--- config.mk ---
export PLATFORM = sky130hd
export DESIGN_NAME = gigatron_boot_flat
export DESIGN_NICKNAME = d
export VERILOG_FILES = /design/src/rtl/gigatron_pkg.sv /design/src/rtl/gigatron_boot_if.sv /design/src/rtl/gigatron_boot.sv /design/src/flat_wrapper.sv
export SDC_FILE = /design/constraint.sdc
export NUM_CORES = 1
export LEC_CHECK = 0
export CAP_MARGIN = 20
export CELL_PAD_IN_SITES_DETAIL_PLACEMENT = 2
export CELL_PAD_IN_SITES_GLOBAL_PLACEMENT = 2
export CORE_MARGIN = 5
export CORE_UTILIZATION = 33
export DETAILED_ROUTE_END_ITERATION = 10
export GPL_ROUTABILITY_DRIVEN = 0
export HOLD_SLACK_MARGIN = 0.05
export PLACE_DENSITY_LB_ADDON = 0.1
export SLEW_MARGIN = 40
export SYNTH_ARGS = -nofsm -noshare
export SYNTH_HDL_FRONTEND = slang
export SYNTH_SLANG_ARGS = --single-unit
--- constraint.sdc ---
create_clock -name clock -period 2.55 [get_ports clock]
set_input_delay 0.255 -clock clock [delete_from_list [all_inputs] [get_ports clock]]
set_output_delay 0.255 -clock clock [all_outputs]
set_load 0.05 [all_outputs]
--- src/rtl/gigatron_pkg.sv ---
// Shared types and constants for the Gigatron boot/loader controller.
package gigatron_pkg;

    localparam int ADDR_W = 16;
    localparam int WORD_W = 16;

    localparam logic [7:0] MAGIC_DEFAULT = 8'h47;

    typedef enum logic [3:0] {
        ST_IDLE,
        ST_ADDR_L,
        ST_ADDR_H,
        ST_CNT_L,
        ST_CNT_H,
        ST_DATA_L,
        ST_DATA_H,
        ST_CHECK,
        ST_HOLD,
        ST_ERROR
    } boot_state_t;

endpackage

--- src/rtl/gigatron_boot_if.sv ---
// Byte-stream input and ROM write port of the boot loader, bundled as one interface.
interface gigatron_boot_if;
    import gigatron_pkg::*;

    logic [7:0]        s_data;
    logic              s_valid;
    logic              s_ready;
    logic [ADDR_W-1:0] rom_addr;
    logic [WORD_W-1:0] rom_data;
    logic              rom_we;

    // Host side: drives the stream, observes the ROM write port.
    modport master (
        output s_data, s_valid,
        input  s_ready, rom_addr, rom_data, rom_we
    );

    // Loader side.
    modport slave (
        input  s_data, s_valid,
        output s_ready, rom_addr, rom_data, rom_we
    );

endinterface

--- src/rtl/gigatron_boot.sv ---
// Framed byte-stream loader: writes words into the instruction ROM and holds the CPU in reset.
// Optional trailer checksum enabled with GIGATRON_BOOT_CHECKSUM_EN.
module gigatron_boot
    import gigatron_pkg::*;
#(
    parameter logic [7:0] MAGIC       = MAGIC_DEFAULT,
    parameter int         HOLD_CYCLES = 16
) (
    input  logic           clock,
    input  logic           reset,
    gigatron_boot_if.slave bus,
    output logic           cpu_rst_n,
    output logic           busy,
    output logic           err
);

    localparam logic [15:0] HOLD_M1 = 16'(HOLD_CYCLES - 1);

`ifdef GIGATRON_BOOT_CHECKSUM_EN
    localparam boot_state_t END_ST = ST_CHECK;
`else
    localparam boot_state_t END_ST = ST_HOLD;
`endif

    boot_state_t       state_q;
    logic [ADDR_W-1:0] addr_q;
    logic [15:0]       cnt_q;
    logic [7:0]        lo_q;
    logic [15:0]       hold_q;
    logic [ADDR_W-1:0] rom_addr_q;
    logic [WORD_W-1:0] rom_data_q;
    logic              rom_we_q;
    logic              cpu_rst_n_q;
    logic              s_ready_w;
    logic              accept;

`ifdef GIGATRON_BOOT_CHECKSUM_EN
    logic [7:0]        sum_q;
    logic              err_q;
`endif

    assign s_ready_w = (state_q != ST_HOLD);
    assign accept    = bus.s_valid & s_ready_w;

    always_ff @(posedge clock) begin
        if (reset) begin
            state_q     <= ST_IDLE;
            addr_q      <= '0;
            cnt_q       <= '0;
            lo_q        <= '0;
            hold_q      <= HOLD_M1;
            rom_addr_q  <= '0;
            rom_data_q  <= '0;
            rom_we_q    <= 1'b0;
            cpu_rst_n_q <= 1'b1;
`ifdef GIGATRON_BOOT_CHECKSUM_EN
            sum_q       <= '0;
            err_q       <= 1'b0;
`endif
        end else begin
            rom_we_q <= 1'b0;
            // Hold counter is preloaded outside HOLD so entry needs no extra branch.
            if (state_q != ST_HOLD) begin
                hold_q <= HOLD_M1;
            end
`ifdef GIGATRON_BOOT_CHECKSUM_EN
            if (accept && (state_q inside {ST_ADDR_L, ST_ADDR_H, ST_CNT_L,
                                           ST_CNT_H, ST_DATA_L, ST_DATA_H})) begin
                sum_q <= sum_q + bus.s_data;
            end
`endif
            case (state_q)
                ST_IDLE, ST_ERROR: begin
                    if (accept && bus.s_data == MAGIC) begin
                        state_q     <= ST_ADDR_L;
                        cpu_rst_n_q <= 1'b0;
`ifdef GIGATRON_BOOT_CHECKSUM_EN
                        sum_q       <= '0;
                        err_q       <= 1'b0;
`endif
                    end
                end
                ST_ADDR_L: if (accept) begin
                    addr_q[7:0] <= bus.s_data;
                    state_q     <= ST_ADDR_H;
                end
                ST_ADDR_H: if (accept) begin
                    addr_q[15:8] <= bus.s_data;
                    state_q      <= ST_CNT_L;
                end
                ST_CNT_L: if (accept) begin
                    cnt_q[7:0] <= bus.s_data;
                    state_q    <= ST_CNT_H;
                end
                ST_CNT_H: if (accept) begin
                    cnt_q[15:8] <= bus.s_data;
                    state_q     <= ({bus.s_data, cnt_q[7:0]} == 16'd0) ? END_ST : ST_DATA_L;
                end
                ST_DATA_L: if (accept) begin
                    lo_q    <= bus.s_data;
                    state_q <= ST_DATA_H;
                end
                ST_DATA_H: if (accept) begin
                    rom_addr_q <= addr_q;
                    rom_data_q <= {bus.s_data, lo_q};
                    rom_we_q   <= 1'b1;
                    addr_q     <= addr_q + 1'b1;
                    cnt_q      <= cnt_q - 1'b1;
                    state_q    <= (cnt_q == 16'd1) ? END_ST : ST_DATA_L;
                end
`ifdef GIGATRON_BOOT_CHECKSUM_EN
                ST_CHECK: if (accept) begin
                    if (bus.s_data == sum_q) begin
                        state_q <= ST_HOLD;
                    end else begin
                        state_q <= ST_ERROR;
                        err_q   <= 1'b1;
                    end
                end
`endif
                ST_HOLD: begin
                    if (hold_q == 16'd0) begin
                        state_q     <= ST_IDLE;
                        cpu_rst_n_q <= 1'b1;
                    end else begin
                        hold_q <= hold_q - 1'b1;
                    end
                end
                default: state_q <= ST_IDLE;
            endcase
        end
    end

    assign bus.s_ready  = s_ready_w;
    assign bus.rom_addr = rom_addr_q;
    assign bus.rom_data = rom_data_q;
    assign bus.rom_we   = rom_we_q;
    assign cpu_rst_n    = cpu_rst_n_q;
    assign busy         = !(state_q inside {ST_IDLE, ST_ERROR});

`ifdef GIGATRON_BOOT_CHECKSUM_EN
    assign err = err_q;
`else
    assign err = 1'b0;
`endif

endmodule

--- src/flat_wrapper.sv ---
// flat-port wrapper written by rule: the top's interface ports become plain ports
module gigatron_boot_flat import gigatron_pkg::*;
#(
    parameter logic [7:0] MAGIC       = MAGIC_DEFAULT,
    parameter int         HOLD_CYCLES = 16
)
  (clock, reset, cpu_rst_n, busy, err, bus_s_data, bus_s_valid, bus_s_ready, bus_rom_addr, bus_rom_data, bus_rom_we);
  gigatron_boot_if bus_i ();
  input  logic clock;
  input  logic reset;
  output logic cpu_rst_n;
  output logic busy;
  output logic err;
  input wire logic [$bits(bus_i.s_data)-1:0] bus_s_data;
  input wire logic [$bits(bus_i.s_valid)-1:0] bus_s_valid;
  output wire logic [$bits(bus_i.s_ready)-1:0] bus_s_ready;
  output wire logic [$bits(bus_i.rom_addr)-1:0] bus_rom_addr;
  output wire logic [$bits(bus_i.rom_data)-1:0] bus_rom_data;
  output wire logic [$bits(bus_i.rom_we)-1:0] bus_rom_we;
  assign bus_i.s_data = bus_s_data;
  assign bus_i.s_valid = bus_s_valid;
  assign bus_s_ready = bus_i.s_ready;
  assign bus_rom_addr = bus_i.rom_addr;
  assign bus_rom_data = bus_i.rom_data;
  assign bus_rom_we = bus_i.rom_we;
  gigatron_boot #(.MAGIC(MAGIC), .HOLD_CYCLES(HOLD_CYCLES)) u_core (.clock(clock), .reset(reset), .bus(bus_i), .cpu_rst_n(cpu_rst_n), .busy(busy), .err(err));
endmodule
==> results.json, run 1 <==
{
  "status": "completed",
  "crit-reg2reg-capture": "u_core.hold_q[12]",
  "synth_seq_cells": 94,
  "area_delta_synth_final_pct": 25.4,
  "clkPwrFrac": 0.416,
  "post-route-util": 0.425,
  "grt_setup_unrepaired": "false",
  "synth_top_family_by_area": "simple AND/OR/NAND/NOR gates",
  "grt_max_degree": 75,
  "num_rows": 42,
  "initial_core_util": 0.339,
  "p_leak_nw": 1.98,
  "vias": 4560,
  "cts_setup_buffers": 0,
  "power_frac_comb": 0.145,
  "wl_per_cell_um": 19.8,
  "crit_start": "u_core.state_q[1]",
  "crit_end": "bus_s_ready",
  "synthFlopType": "dfxtp_1",
  "p_per_area_nw_per_um2": 627,
  "synthAdderAreaFrac": 0.0165,
  "diodes": 0,
  "core_region_area_um2": 13400,
  "synthMuxAreaShare": 0.0179,
  "drv_cap": 0,
  "ff2ff_setup_slack_ns": 0.23,
  "yosys.area.top_type_share": 0.414,
  "die-width_um": 127,
  "instances_no_fill": 821,
  "syn_inst": 589,
  "fin_area_um2": 5700,
  "hold_buffers": 0,
  "overflow": 0,
  "yosysTopAreaCell": "dfxtp_1",
  "antenna_found_initial": 0,
  "htree_levels": 3,
  "clkTransAtPathRegs_ns": 0.07,
  "synth_compound_area_frac": 0.190,
  "crit_buf_inv": 1,
  "maxSlewViolCount": 0,
  "dr_wl_met2_mm": 8.19,
  "min_from": "reset",
  "insertion_delay_ns": 0.34,
  "post-dp-hpwl_mm": 11.5,
  "finalCriticalPeriod_ns": 2.47,
  "path_max_fanout": 11,
  "top_layer": "met4",
  "finClkSkew_ns": 0.00642,
  "drive_gt1_frac": 0.0915,
  "syn_nets": 606,
  "yosys.area_share.simple": 0.289,
  "seq_area_frac_synth": 0.414,
  "first_iter_violations": 201,
  "timing.fmax_mhz": 405,
  "grt_usage": 0.206,
  "met1_length_mm": 7.42,
  "cp_slowest_cell": "clkdlybuf4s50_1",
  "post_cts_resized": 0,
  "dr.pass1.iters": 4,
  "min_path_cells": 2,
  "cts_tree": "yes",
  "fillers": 1533,
  "die_area_um2": 16200,
  "ys_types": 59,
  "crit_arrival_ns": 2.21,
  "crit_chain": "or3_1 -> or2_2 -> clkdlybuf4s50_1",
  "cts_buffer_depth": 2,
  "p_sw_frac": 0.274,
  "route.detailed.drc": 0,
  "first_global_vias": 4894,
  "tightest_slew_ns": 0.637,
  "routed-wl-met3_um": 482,
  "vdd_drop_max_v": 0.000279,
  "setup.worst_path.start_class": "flip-flop",
  "clockRootBuffer": "clkbuf_16",
  "seqPwrFrac": 0.439,
  "reg2regPathDepth": 8,
  "fin_nets": 657,
  "seq_area_um2": 1880,
  "worst-path-stages": 3,
  "worstReg2RegStart": "u_core.hold_q[0]",
  "min_path_type": "in -> reg",
  "critical_path_class": "reg -> out",
  "setup_viol": 0,
  "antenna_left": 0,
  "yosys_warnings": 0,
  "async_flop_share": 0,
  "portBuffers": 46,
  "syn_area_um2": 4550,
  "p_int_mw": 2.59,
  "vias_per_cell": 5.55,
  "finalHoldViolCount": 0,
  "cp_top_family": "simple AND/OR/NAND/NOR gates",
  "cts_buffers": 9,
  "placed_area_um2": 5380,
  "clock_sinks": 94,
  "timing.final.crit_share": 0.968,
  "end_kind": "output pin",
  "synth_edf_count": 0,
  "die_h_um": 127,
  "synth.top_cells.by_area": "dfxtp_1 41%, nand2_1 8.3%, a21oi_1 7.4%, nor2_1 4.7%, o21ai_0 3.7%",
  "synth_xor_xnor_area_share": 0.0289,
  "maxSlewHeadroom": 0.571,
  "dp.cells": 805,
  "p_sw_mw": 0.981,
  "wl_mm": 16.3,
  "worst_ep_required_time_ns": 2.30,
  "cp_slowest_stage_delay_ns": 0.71,
  "grt_pass1_wl_mm": 26.7,
  "pin_count": 48,
  "avgSynthCellArea_um2": 7.72,
  "multi_input_area_um2": 2490
}
Yosys cell counts, types with 4 or more instances:
cell type / count
nor4_1: 14
and2_1: 4
nand2_1: 101
mux2i_1: 7
xnor2_1: 6
xor2_1: 9
dfxtp_1: 94
or4_1: 4
a22oi_1: 5
nand3_1: 13
or3_1: 5
o21ai_0: 34
o22ai_1: 6
nor2_1: 57
inv_1: 10
and3_1: 10
a21oi_1: 67
nor3_1: 18
or2_2: 5
nand4_1: 11
ha_1: 6
nor3b_1: 7
a211oi_1: 7
clkbuf_1: 35
worst min path at each step:
stage                     slack (ns)                      end
after floorplan                 0.39  u_core.bus.rom_data[10]
after global placement          0.44   u_core.bus.rom_data[2]
after detailed placement        0.45   u_core.bus.rom_data[6]
after CTS                       0.24         u_core.cpu_rst_n
after global routing            0.26         u_core.cpu_rst_n
final                           0.25         u_core.cpu_rst_n
worst register-to-register path, delay by kind of cell (launching register included):
kind	cells	cell delay (ns)
xor+xnor	1	0.21
flops	1	0.34
fa+ha+maj	1	0.15
buf+inv	2	0.29
simple gates	4	1.20
logic make-up after synthesis:
| logic type | count (synthesis) |
|---|---|
| AOI/OAI and AO/OA | 148 |
| DFF | 94 |
| other | 1 |
| xor gates and xnor gates | 15 |
| buffers and inverters | 48 |
| muxes | 8 |
| adders and majority gates | 6 |
| and+or+nand+nor | 269 |
registers in the layout, indices dropped and copies added, names as in the netlist:
register and count:
u_core.addr_q 16, u_core.bus.rom_addr 16, u_core.bus.rom_data 16, u_core.cnt_q 16, u_core.hold_q 16, u_core.lo_q 8, u_core.state_q 4, u_core.bus.rom_we 1
u_core.cpu_rst_n 1
per-layer routing:
metal	up-vias	global-route usage
li1	2192	-
met1	2290	0.269
met2	63	0.357
met3	15	0.0250
met4	0	0.0587
met5	-	0
power by group through the flow:
stage          clock network [mW]  registers (mW)  logic, mW
3_5_place_dp                    0            1.60      0.514
3_3_place_gp                    0            1.60      0.493
2_1_floorplan                   0            1.60      0.308
6_report                     1.49            1.57      0.519
5_1_grt                      1.59            1.58      0.564
4_1_cts                      1.53            1.57      0.521
area by class of cell:
type,instances,share of cell area
clock inverter,5,0.0143
clock buffer,11,0.0426
sequential,94,0.330
inverter,10,0.00658
tap,176,0.0386
timing repair buffer,78,0.130
multi-input combinational,447,0.438
cell usage in the layout, fill, tap and decap left out, types with 9 or more instances in the layout:
cell type	netlist	layout
nor4_1	14	14
and3_1	10	10
nor2_1	57	56
dfxtp_1	94	94
nand4_1	11	11
nand2_1	101	101
clkbuf_16	0	9
xor2_1	9	9
inv_1	10	10
o21ai_0	34	34
a21oi_1	67	67
clkdlybuf4s50_1	0	44
nor3_1	18	18
buf_4	1	29
nand3_1	13	13
through the flow:
step | hold WS, ns | total power [mW] | TNS [ns] | setup slack, ns
2_1_floorplan | 0.391 | 1.91 | 0 | 0.0301
3_3_place_gp | 0.441 | 2.09 | -0.00963 | -0.00963
3_5_place_dp | 0.452 | 2.12 | 0 | 0.0219
4_1_cts | 0.240 | 3.62 | 0 | 0.0702
5_1_grt | 0.257 | 3.73 | 0 | 0.0165
6_report | 0.249 | 3.57 | 0 | 0.0809
(Power assumes the default switching activity.)
==> run 2, diff against run 1 <==
- CORE_UTILIZATION: 33 -> 30
- SETUP_SLACK_MARGIN: unset -> 0.02
- clock period: 2.55 -> 2 ns (I/O delays scaled with it)
==> run 2 against run 1 <==
Net effect:
- the flow now finishes with violations (setup timing)
- critical path type is now reg -> reg
- cell count grew 7.9%
- total power increased by 36%
- final area increased by 10%
- die area rose by 9.2%
- sequential power increased by 29%
- flip-flop and latch count unchanged
- clock power rose by 37%
- critical path depth increased by 3
==> results.json, run 2 (same netlist as run 1, synthesis figures left out) <==
{
  "status": "finished, violations left",
  "violations": "setup timing",
  "finalPower_mw": 4.85,
  "critical_path_class": "reg -> reg",
  "reg2regPathDepth": 6,
  "final_common_cell": "nand2_1",
  "min_from": "reset",
  "setup.worst_path.start_class": "flip-flop",
  "grt_usage": 0.199,
  "min_path_type": "in -> reg",
  "dp.cells": 865,
  "p_per_area_nw_per_um2": 771,
  "timing.fmax_mhz": 471,
  "die_area_um2": 17700,
  "tightest_slew_ns": 0.601,
  "area_delta_synth_final_pct": 38.3,
  "vias_per_cell": 5.44,
  "finalCriticalPeriod_ns": 2.12,
  "min_path_cells": 2,
  "finalHoldViolCount": 0,
  "grt-busiest-layer": "met2",
  "wl_per_cell_um": 19.8,
  "initial_core_util": 0.302,
  "timing.final.crit_share": 1.06,
  "fillers": 1709,
  "first_global_vias": 5133,
  "vdd_drop_max_v": 0.000444,
  "antenna_found_initial": 0,
  "path_max_fanout": 3,
  "use_met3": 0.0283,
  "fin_nets": 710,
  "cts_buffer_depth": 2,
  "clkTransAtPathRegs_ns": 0.07,
  "maxSlewViolCount": 0,
  "instances_no_fill": 886,
  "die_h_um": 133,
  "diodes": 0,
  "met1_usage": 0.258,
  "htree_levels": 3,
  "overflow": 0,
  "setup_slack_ns": -0.124,
  "finClkSkew_ns": 0.00654,
  "grt_setup_unrepaired": "true",
  "portBuffers": 46,
  "clock_sinks": 94,
  "grt_pass1_wl_mm": 28.3,
  "grt_max_degree": 67,
  "clockRootBuffer": "clkbuf_16",
  "crit_arrival_ns": 2.37,
  "cts_buffers": 9,
  "cts_tree": "yes",
  "drive_gt1_frac": 0.196,
  "whs_endpoint": "u_core.lo_q[2]",
  "insertion_delay_ns": 0.35,
  "maxSlewHeadroom": 0.596,
  "p_leak_nw": 2.29,
  "antenna_left": 0,
  "worstReg2RegStart": "u_core.hold_q[1]",
  "worst_ep_required_time_ns": 2.24,
  "pin_count": 48,
  "end_kind": "flip-flop",
  "dr.pass1.iters": 4,
  "num_rows": 45,
  "crit-reg2reg-capture": "u_core.state_q[2]",
  "ff2ff_setup_slack_ns": -0.12,
  "die-width_um": 133,
  "route.detailed.drc": 0,
  "layout_common_cells": "101 x nand2_1, 88 x dfxtp_1, 78 x buf_4",
  "post-dp-hpwl_mm": 12.4,
  "wl_mm": 17.6,
  "setup_viol": 8,
  "drv_cap": 0,
  "vias": 4820,
  "core_region_area_um2": 15000,
  "first_iter_violations": 245,
  "globalRouteMet2Util": 0.342
}
[run 2: worst max-delay path by stage]
stage | from | end | slack (ns) | cells past startpoint
after floorplan | u_core.hold_q[2] | u_core.state_q[0] | -0.21 | 6
after global placement | bus_s_data[7] | u_core.state_q[3] | -0.47 | 6
after global routing | u_core.hold_q[0] | u_core.hold_q[12] | -0.19 | 8
final | u_core.hold_q[1] | u_core.state_q[2] | -0.12 | 6
after CTS | u_core.hold_q[0] | u_core.state_q[2] | -0.09 | 6
after detailed placement | bus_s_data[7] | u_core.state_q[2] | -0.46 | 9
[run 2: cell type report]
cell class	count	area, µm²	share of cell area
multi-input cells	447	2590	0.412
flip-flops and latches	94	1890	0.300
repair buffers	131	1190	0.189
well taps	188	235	0.0374
clock buffers	9	225	0.0358
clock inverters	7	121	0.0193
inverters	10	37.5	0.00597
[run 2: metrics by stage]
step	hold slack (ns)	setup TNS (ns)	setup WS, ns	instance area [µm²]	utilization
floorplan	0.336	-0.646	-0.206	4570	-
global placement	0.444	-2.28	-0.475	5810	0.386
detailed placement	0.451	-3.48	-0.459	5810	0.386
CTS	0.212	-0.449	-0.0944	6230	0.414
global route	0.249	-1.51	-0.185	6290	0.418
finish	0.221	-0.732	-0.124	6290	0.418
[run 2: where the power goes]
part | internal, mW | switching (mW)
sequential | 1.93 | 0.0900
clock | 1.23 | 0.814
combinational | 0.346 | 0.436
[run 2: layer usage]
layer	vias up	routed length, µm
met1	2443	8060
li1	2292	-
met3	17	525
met5	-	0
met2	68	8700
met4	0	282
[run 2: critical path, cell delays in order (launching register included)]
cell and delay (ns):
dfxtp_1 0.33, inv_2 0.08, ha_4 0.13, or4b_4 0.46, or4_4 0.47, a211o_1 0.32, a32o_1 0.22
[run 2: what timing repair did]
action                     in CTS  in global routing
hold buffers                    0                  0
buffers inserted                3                  2
setup endpoints to repair      17                 34
pin swaps                       4                  3
resized for setup              15                 11
